**src/rtl/register_bank.sv**
```systemverilog
// register_bank: addressed bank of general-purpose registers with in-place
// increment / decrement / clear, a registered wrap flag, a gated bus read
// port (drives zero when not enabled) and an ungated display read port.
module register_bank #(
  parameter int width      = 16,
  parameter int depth      = 8,
  parameter int addr_width = 3
) (
  input  logic                  clk,
  input  logic                  rst,
  input  logic                  we,
  input  logic [1:0]            op,
  input  logic [addr_width-1:0] wr_addr,
  input  logic [width-1:0]      in,
  input  logic                  oe,
  input  logic [addr_width-1:0] rd_addr,
  output logic [width-1:0]      out,
  input  logic [addr_width-1:0] disp_addr,
  output logic [width-1:0]      disp_out,
  output logic                  wrap,
  output logic                  zero
);

  localparam logic [1:0] OP_LOAD = 2'b00;
  localparam logic [1:0] OP_INC  = 2'b01;
  localparam logic [1:0] OP_DEC  = 2'b10;
  localparam logic [1:0] OP_CLR  = 2'b11;

  localparam logic [width-1:0] ONE = {{(width-1){1'b0}}, 1'b1};

  logic [depth-1:0][width-1:0] regs_q, regs_d;
  logic                        wrap_q, wrap_d;

  logic [depth-1:0] wr_sel;
  logic             wr_hit;
  logic [width-1:0] wr_cur, wr_new;
  logic [width-1:0] rd_val, disp_val;

  // Decode the write address; an out-of-range address selects no register,
  // which is what makes such a write a complete no-op (wrap included).
  always_comb begin
    wr_sel = '0;
    wr_cur = '0;
    for (int i = 0; i < depth; i++) begin
      if (wr_addr == addr_width'(i)) begin
        wr_sel[i] = 1'b1;
        wr_cur    = regs_q[i];
      end
    end
  end

  assign wr_hit = we & (|wr_sel);

  // Compute the new value of the targeted register and the wrap outcome.
  always_comb begin
    wr_new = wr_cur;
    wrap_d = wrap_q;
    case (op)
      OP_LOAD: wr_new = in;
      OP_INC:  wr_new = wr_cur + ONE;
      OP_DEC:  wr_new = wr_cur - ONE;
      OP_CLR:  wr_new = '0;
      default: wr_new = wr_cur;
    endcase
    if (wr_hit)
      wrap_d = ((op == OP_INC) && (&wr_cur)) || ((op == OP_DEC) && ~(|wr_cur));
  end

  // Only the selected register takes the new value; all others hold.
  always_comb begin
    regs_d = regs_q;
    for (int i = 0; i < depth; i++) begin
      if (we && wr_sel[i]) regs_d[i] = wr_new;
    end
  end

  // State update; reset clears every register and the wrap flag at once.
  always_ff @(posedge clk or posedge rst) begin
    if (rst) begin
      regs_q <= '0;
      wrap_q <= 1'b0;
    end else begin
      regs_q <= regs_d;
      wrap_q <= wrap_d;
    end
  end

  // Combinational read muxes; out-of-range addresses fall through to zero.
  always_comb begin
    rd_val   = '0;
    disp_val = '0;
    for (int i = 0; i < depth; i++) begin
      if (rd_addr   == addr_width'(i)) rd_val   = regs_q[i];
      if (disp_addr == addr_width'(i)) disp_val = regs_q[i];
    end
  end

  // Bus port is zero when disabled so several sources can be OR-combined.
  assign out      = oe ? rd_val : '0;
  assign disp_out = disp_val;
  assign zero     = (rd_val == '0);
  assign wrap     = wrap_q;

endmodule

```
**config.mk**
```make
export PLATFORM = sky130hd
export DESIGN_NAME = register_bank
export DESIGN_NICKNAME = d
export VERILOG_FILES = /design/src/rtl/register_bank.sv
export SDC_FILE = /design/constraint.sdc
export NUM_CORES = 1
export LEC_CHECK = 0
export BUFFER_PORTS_ARGS = -buffer_cell sky130_fd_sc_hd__buf_2
export CAP_MARGIN = 20
export CORE_MARGIN = 5
export CORE_UTILIZATION = 43
export DETAILED_ROUTE_END_ITERATION = 10
export PLACE_DENSITY = 0.7
export SYNTH_ARGS = -nofsm -noshare
export SYNTH_HDL_FRONTEND = slang
export SYNTH_SLANG_ARGS = --single-unit
```
**constraint.sdc**
```tcl
create_clock -name clk -period 4.31 [get_ports clk]
set_clock_uncertainty 0.1 [all_clocks]
set_input_delay 0.431 -clock clk [delete_from_list [all_inputs] [get_ports clk]]
set_output_delay 0.431 -clock clk [all_outputs]
set_load 0.01 [all_outputs]
```
==> results of run 1 <==
==> worst max path at each step <==
| stage | slack (ps) | from | end | cells past startpoint |
|---|---|---|---|---|
| CTS | 540 | wr_addr[1] | regs_q[42] | 13 |
| detailed placement | 90 | wr_addr[1] | regs_q[42] | 13 |
| finish | 410 | wr_addr[1] | regs_q[42] | 13 |
| global route | 200 | wr_addr[1] | regs_q[42] | 13 |
| floorplan | 340 | rst | regs_q[0] | 1 |
| global placement | 170 | wr_addr[1] | regs_q[42] | 13 |
==> sequential cells by signal (all words and copies together) (netlist names) <==
| name | flops |
|---|---|
| regs_q | 128 |
| wrap | 1 |
==> per-layer routing <==
layer | routed length [um] | vias to the layer above | track usage (%)
met5 | 0 | - | 0
met4 | 1840 | 0 | 12.9
met2 | 15300 | 824 | 39.6
met3 | 4890 | 151 | 7.90
met1 | 14700 | 4529 | 40.1
li1 | - | 4167 | -
==> placed cells by master, fill, tap and decap left out, drive strengths merged, types with 6 or more instances in the layout <==
master / n
mux2i: 43
mux2: 26
ha: 18
nand2: 151
inv: 14
a221oi: 12
and2: 14
nor3: 18
clkbuf: 20
a22o: 16
nand4: 11
nand2b: 15
a21oi: 82
mux4: 42
clkinvlp: 6
o2bb2ai: 10
nand3: 11
o221ai: 10
a31oi: 33
nor4: 12
dfrtp: 129
a21boi: 6
o31ai: 10
buf: 115
a22oi: 6
nor2b: 19
o22ai: 7
nor2: 128
o21ai: 110
==> area by class of cell <==
class                      instances  area, um2  share of cell area [%]
clock inverter                    12        133                    1.22
timing repair buffer             115        747                    6.85
antenna                            1       2.50                  0.0229
tap                              280        350                    3.21
inverter                          13       51.3                   0.470
sequential                       129       3230                    29.6
clock buffer                      20        467                    4.28
multi-input combinational        872       5930                    54.4
==> cell families after synthesis <==
kind of cell / Yosys count
AO/OA/AOI/OAI: 340
XOR/XNOR: 2
adder cells (fa/ha/maj): 19
buffers and inverters: 98
flip-flops: 129
multiplexers: 111
AND/OR/NAND/NOR: 400
==> critical path: stages <==
cell and delay [ps]:
buf_2 410, buf_4 290, mux2_1 190, o22ai_2 110, nor3_1 180, inv_1 140, fa_1 440, nor2b_1 190
o2111ai_1 180, a211oi_1 580, o21ai_0 200, a32oi_2 520, o21ai_0 180
==> power by group through the flow <==
stage	Clock, mW	Combinational [mW]	Sequential [mW]
floorplan	0	1.39	1.78
global placement	0	1.88	1.97
detailed placement	0	1.91	1.97
CTS	1.49	1.92	1.95
global route	1.55	2.14	2.01
finish	1.48	1.98	1.99
==> per-stage QoR <==
step | instance area [um2] | total power, mW | hold slack (ps) | util, % | setup slack (ps)
2_1_floorplan | 9610 | 3.17 | 374 | - | 338
3_3_place_gp | 10200 | 3.85 | 371 | 46.8 | 167
3_5_place_dp | 10200 | 3.88 | 410 | 46.8 | 94.9
4_1_cts | 10800 | 5.36 | 19.5 | 49.5 | 541
5_1_grt | 10900 | 5.70 | 62.2 | 49.8 | 204
6_report | 10900 | 5.45 | -0.848 | 49.8 | 409
==> results.toml, run 1 <==
[status]
status = "complete, but fails checks"
violations = "negative hold slack"

[drt]
wl_per_cell_um = 25.4
ant_nets = 0
vias = 9671
wl_um = 36700
drc = 0
first_pass_iters = 6
vias_per_cell = 6.71
drt_iter0_drc = 1689

[pwr]
p_per_area_nw_per_um2 = 499
power_leakage_nw = 4.59
p_sw_mw = 2.17
swShare_pct = 39.8
power_frac_seq_pct = 36.5
combPwrFrac_pct = 36.3
power.share.clock_pct = 27.2
p_int_mw = 3.28
ir_drop_v = 0.000234

[cts]
ctsHoldBuffers = 0
numCtsBuffers = 17
h-tree-depth = 4
path_clk_slew_ps = 60
clock_sinks = 129
clockBufferDepth = 2
cts_tree = "done"
cts-resized-gates = 0
post_cts.repair.setup_buffers = 0
root_buffer = "clkbuf_16"
clk_latency_ps = 430

[yosys]
ys_async_sr_fraction_pct = 100
synth.top_cell.area_share_pct = 33.6
seq_area_frac_synth_pct = 33.6
synth_warnings = 0
synth_nets = 1149
synth-edff-count = 0
ys.flop_type = "dfrtp_1"
synth.most_common_cell = "nand2_1"
yosys.area.top_type = "dfrtp_1"
synth.area.mux_share_pct = 17.7
synth-simple-area-share_pct = 18.8
yosys_register_bits = 129
ys_types = 67
syn-cell-area_um2 = 9610
synth_xor_xnor_area_share_pct = 0.182
synthCells = 1099
synth_top_family_by_area = "compound AO/OA/AOI/OAI gates"
syn_area_per_cell_um2 = 8.75
synth-compound-area-share_pct = 22.4
synthTopCellsByArea = "dfrtp_1 (34%), mux4_2 (9.8%), nand2_1 (5.9%)"
synthTopCellsByCount = "nand2_1 (151), dfrtp_1 (129), nor2_1 (128), o21ai_0 (100), a21oi_1 (82)"
synth-adder-area-share_pct = 2.55

[placed_design]
dpl.hpwl_um = 26300
place_inst = 1404
place_congestion = 1.02
port_buffers = 64

[timing]
relSlewSlack_pct = 22.9
period_needed_ps = 3900
slew_viol_final = 0
grt_setup_unrepaired = "false"
period_share_pct = 90.5
final-hold-violation-count = 2
clock.fmax_ghz = 0.256
hold_ws_ps = -0.848
setup_viol = 0
worst_slew_pin_slew_ps = 1150
final.setup.tns_ps = 0

[worst_setup_path]
reg2reg_depth = 9
crit_arrival_ps = 4060
r2r_slack_ps = 500
worst-setup-path-type = "primary input to flip-flop"
worstPathRequired_ps = 4470
crit_path_start_kind = "primary input"
cp_max_fo = 18
cp-end-kind = "flip-flop"
regToRegEndpoint = "regs_q[42]"
r2r_start = "regs_q[50]"

[layout]
syn_to_final_growth_pct = 13.5
fin_cells = 1442
nNetsFinal = 1198
drive_gt1_share_pct = 19.8
n_fill_cell = 2049

[global_routing]
grt_pass1_vias = 8913
antenna_found_initial = 0
grt_overflow_total = 0
grt_pass1_wl_um = 55800
grt_max_degree = 81
track_usage_pct = 28.1

[die]
core_um2 = 21900
die_x_um = 160
die_height_um = 160
io_pins = 65
num_rows = 54
die-area_um2 = 25400
initial_core_util_pct = 43.9

[worst_hold_path]
hp-class = "primary input to asynchronous set/reset pin"

[flow_run]
cap_viol_max_count = 0
Note: power is estimated with default switching activity, not from simulation.
==> run 2: changes to the inputs <==
Clock period 4.31 ns to 5 ns, I/O delays scaled along.
==> run 2 against run 1 <==
Effect of this change: the run now ends clean; cell area decreased by 1.3%; register-to-register slack improved by 790 ps; cell count decreased by 1.4%; power decreased by 13%; die area unchanged; sequential cell count unchanged; largest cell class unchanged; largest power group unchanged.
==> results.toml, run 2 (synthesis gave the netlist of run 1 again) <==
[status]
status = "complete, no violations"

[drt]
drc = 0
first_pass_iters = 8
wl_um = 35700
vias = 9544
wl_per_cell_um = 25.1
vias_per_cell = 6.71
drt_iter0_drc = 1259
ant_nets = 0

[cts]
numCtsBuffers = 17
cts_tree = "done"
h-tree-depth = 4
post_cts.repair.setup_buffers = 0
root_buffer = "clkbuf_16"
ctsHoldBuffers = 0
clk_latency_ps = 440
path_clk_slew_ps = 60
clock_sinks = 129
cts-resized-gates = 0
clockBufferDepth = 2

[timing]
final.setup.tns_ps = 0
clock.fmax_ghz = 0.241
slew_viol_final = 0
final-hold-violation-count = 0
hold_ws_ps = 12.2
period_share_pct = 83.0
relSlewSlack_pct = 19.6
grt_setup_unrepaired = "false"
setup_viol = 0
worst_slew_pin_slew_ps = 1210
period_needed_ps = 4150

[flow_run]
cap_viol_max_count = 0

[worst_setup_path]
reg2reg_depth = 9
cp_max_fo = 32
crit_path_start_kind = "primary input"
crit_chain = "buf_2 > mux4_2 > mux2_2 > ha_1 > nand2_1 > nor4_1 > nor4b_2 > nor3_1 > o21ai_1 > a31oi_1"
r2r_start = "regs_q[19]"
crit_path_end = "regs_q[77]"
r2r_slack_ps = 1290
slowest_delay_ps = 650
worst-setup-path-type = "primary input to flip-flop"
crit_slowest_cell = "buf_2"
crit_start = "wr_addr[0]"
worstPathRequired_ps = 5180
cp_num_cells = 10
crit_arrival_ps = 4330
regToRegEndpoint = "regs_q[77]"
crit_buf_inv = 1
crit_family = "simple AND/OR/NAND/NOR gates"
cp-end-kind = "flip-flop"

[pwr]
combPwrFrac_pct = 35.4
power_frac_seq_pct = 35.6
power_leakage_nw = 4.53
p_sw_mw = 1.84
power.share.clock_pct = 29.0
p_int_mw = 2.87
p_per_area_nw_per_um2 = 438
ir_drop_v = 0.000244
swShare_pct = 39.1

[layout]
diodes = 0
top_register = "regs_q"
final_cell_mix = "nand2_1 (151), dfrtp_1 (129), nor2_1 (128)"
largest_reg_flops = 128
n_fill_cell = 2076
nNetsFinal = 1179
syn_to_final_growth_pct = 12.0
drive_gt1_share_pct = 18.5
layout_commonest_cell = "nand2_1"

[global_routing]
top_usage_layer = "met2"
grt_max_degree = 57
antenna_found_initial = 1
track_usage_pct = 27.4
met2_usage_pct = 39.1
use_met3_pct = 8.15
grtUsageMet1_pct = 38.1
grt_overflow_total = 0
grt_pass1_vias = 9067
grt_pass1_wl_um = 54400

[worst_hold_path]
hp-class = "primary input to asynchronous set/reset pin"

[placed_design]
port_buffers = 64
dpl.hpwl_um = 25200
place_congestion = 1.06

[die]
initial_core_util_pct = 43.9
core_um2 = 21900
die-area_um2 = 25400
io_pins = 65
num_rows = 54
die_height_um = 160
die_x_um = 160
run 2: cell count changes in the layout (fill, tap and decap cells not counted), moves of 2 or more:
cell	change
buf_4	-16
clkinv_4	+6
clkinvlp_4	-6
clkbuf_8	-3
bufinv_16	+2
run 2: layout make-up:
type                       instances  area [um2]  area share [%]
clock inverter                    15         209            1.94
clock buffer                      17         425            3.95
multi-input combinational        872        5930            55.1
sequential                       129        3230            30.0
inverter                          13        51.3           0.476
timing repair buffer              96         573            5.32
tap                              280         350            3.25
run 2: how the worst min path moves through the flow:
stage,end,depth (start not counted)
global route,regs_q[35],2
floorplan,regs_q[98],2
detailed placement,wrap,2
CTS,regs_q[99],2
finish,regs_q[35],2
global placement,wrap,2
run 2: worst register-to-register path, stage by stage (launching register included):
cell     delay [ps]
dfrtp_1         420
mux4_2          480
mux2_2          350
ha_1            450
nand2_1         120
nor4_1          330
nor4b_2         490
nor3_1          110
o21ai_1         530
a31oi_1         170
run 2: through the flow:
| stage | cell area (um2) | utilization [%] | cells | setup slack, ps | total power, mW |
|---|---|---|---|---|---|
| after global placement | 10100 | 46.3 | 1389 | 599 | 3.25 |
| after detailed placement | 10100 | 46.3 | 1389 | 479 | 3.28 |
| after global routing | 10800 | 49.2 | 1422 | 527 | 4.93 |
| after floorplan | 9610 | - | 1099 | 959 | 2.73 |
| final | 10800 | 49.2 | 1422 | 849 | 4.71 |
| after CTS | 10800 | 49.1 | 1421 | 896 | 4.65 |
run 2: power by group through the flow:
stage | clock network, mW | registers (mW) | logic [mW]
6_report | 1.37 | 1.67 | 1.67
5_1_grt | 1.42 | 1.70 | 1.81
4_1_cts | 1.37 | 1.65 | 1.63
3_5_place_dp | 0 | 1.66 | 1.62
3_3_place_gp | 0 | 1.65 | 1.59
2_1_floorplan | 0 | 1.53 | 1.20
run 2: layer usage:
layer,part of all wire [%],vias to the layer above
li1,-,4124
met1,40,4534
met2,42,751
met3,13,133
met4,4.8,2
met5,0.025,-
==> run 3: changes to the inputs <==
Clock period 5 ns to 4 ns, I/O delays scaled along.
==> run 3 against run 2 <==
Effect of this change: the run now ends with negative hold slack left; non-clock buffer count rose by 35; hold slack got worse by 28 ps; first-iteration DRC count grew 22%; highest routed layer is now met4; register-to-register slack got worse by 1000 ps; sequential power is 29% higher; wire length rose by 1.7%; via count increased by 2.5%; combinational power rose by 29%; core utilization rose by 1.5 points; critical path type is now flip-flop to flip-flop; count of clock-buffer cells in the layout up 1; power grew 28%.
==> results.toml, run 3 (synthesis gave the netlist of run 1 again) <==
[status]
status = "complete, but fails checks"
violations = "negative hold slack"

[die]
die_height_um = 160
die_x_um = 160
num_rows = 54
io_pins = 65
core_um2 = 21900
initial_core_util_pct = 43.9
die-area_um2 = 25400

[timing]
hold_ws_ps = -16.1
slew_viol_final = 0
clock.fmax_ghz = 0.269
finalWorstSetupSlack_ps = 286
final-hold-violation-count = 22
setup_viol = 0
grt_setup_unrepaired = "false"
worst_slew_pin_slew_ps = 1100
period_needed_ps = 3710
period_share_pct = 92.8
relSlewSlack_pct = 26.6

[cts]
path_clk_slew_ps = 60
numCtsBuffers = 17
root_buffer = "clkbuf_16"
ctsHoldBuffers = 0
cts-resized-gates = 0
cts_tree = "done"
post_cts.repair.setup_buffers = 0
clockBufferDepth = 2
clock_sinks = 129
h-tree-depth = 4
clk_latency_ps = 440

[drt]
drc = 0
wl_per_cell_um = 24.9
vias_per_cell = 6.71
drt_iter0_drc = 1533
ant_nets = 0
vias = 9783
first_pass_iters = 8
wl_um = 36300

[placed_design]
place_inst = 1424
port_buffers = 64
dpl.hpwl_um = 26300
place_congestion = 1.02
dpl_cell_area_um2 = 10400
place_ws_ps = -5.64

[pwr]
combPwrFrac_pct = 35.5
swShare_pct = 38.8
power_frac_seq_pct = 35.5
power.share.clock_pct = 29.0
p_int_mw = 3.70
p_per_area_nw_per_um2 = 546
p_sw_mw = 2.35
power_leakage_nw = 4.71
ir_drop_v = 0.000236

[layout]
largest_reg_flops = 128
layout_commonest_cell = "nand2_1"
fin_util_pct = 50.7
final_area_um2 = 11100
nNetsFinal = 1214
syn_to_final_growth_pct = 15.4
final_cell_mix = "nand2_1 (151), dfrtp_1 (129), nor2_1 (128)"
fin_cells = 1457
top_register = "regs_q"
drive_gt1_share_pct = 20.8

[global_routing]
grt_max_degree = 78
grt_pass1_wl_um = 55500
grt_overflow_total = 0
track_usage_pct = 27.9
antenna_found_initial = 1
grt_pass1_vias = 9021

[worst_setup_path]
crit_path_frequent_cell = "o21ai_0"
crit_slowest_cell = "mux4_2"
crit_path_start_kind = "flip-flop"
cp-end-kind = "flip-flop"
worst-setup-path-type = "flip-flop to flip-flop"
crit_chain = "mux4_2 > mux2_2 > ha_1 > nor2b_1 > o2111ai_1 > a211oi_1 > o21ai_0 > a32oi_2 > o21ai_0"
crit_arrival_ps = 3900
crit_family = "compound AO/OA/AOI/OAI gates"
slowest_delay_ps = 560
crit_buf_inv = 0
cp_max_fo = 8
worstPathRequired_ps = 4180

[flow_run]
cap_viol_max_count = 0

[worst_hold_path]
hp-class = "primary input to asynchronous set/reset pin"
## run 3: worst reg2reg max path: stages, from the launching register on
cell and delay [ps]:
dfrtp_1 430, mux4_2 560, mux2_2 330, ha_1 360, nor2b_1 240, o2111ai_1 180
a211oi_1 460, o21ai_0 180, a32oi_2 510, o21ai_0 200
## run 3: routing by layer
metal  part of all wire [%]  up-vias  track usage (%)
li1                       -     4207                -
met1                     39     4640             38.6
met2                     42      772             40.4
met3                     13      164             8.13
met4                    5.3        0             13.0
met5                      0        -                0
## run 3: final cells by class
type / count / area, um2
timing repair buffer: 131 / 881
clock buffer: 18 / 439
fill: 2061 / 10800
sequential: 129 / 3230
inverter: 13 / 51.3
antenna: 1 / 2.50
clock inverter: 13 / 210
multi-input combinational: 872 / 5930
tap: 280 / 350
## run 3: path summary, 6_finish.rpt
check / start / endpoint / slack (ps) / cells past startpoint
max reg2reg: regs_q[114] / regs_q[90] / 290 / 9
min reg2reg: wrap / wrap / 440 / 2
max: regs_q[114] / regs_q[90] / 290 / 9
min: rst / regs_q[99] / -20 / 2
min in group clk: in[10] / regs_q[26] / 280 / 3
max in group asynchronous: rst / regs_q[15] / 2940 / 3
## run 3: through the flow
step / power (mW) / setup TNS (ps)
2_1_floorplan: 3.41 / 0
3_3_place_gp: 4.17 / 0
3_5_place_dp: 4.20 / -5.64
4_1_cts: 5.97 / 0
5_1_grt: 6.30 / 0
6_report: 6.05 / 0
## run 3: power groups by stage
| stage | Sequential (mW) | Clock [mW] | Combinational, mW |
|---|---|---|---|
| after global placement | 2.12 | 0 | 2.05 |
| after CTS | 2.11 | 1.76 | 2.10 |
| final | 2.15 | 1.76 | 2.15 |
| after detailed placement | 2.12 | 0 | 2.08 |
| after floorplan | 1.92 | 0 | 1.50 |
| after global routing | 2.16 | 1.82 | 2.32 |
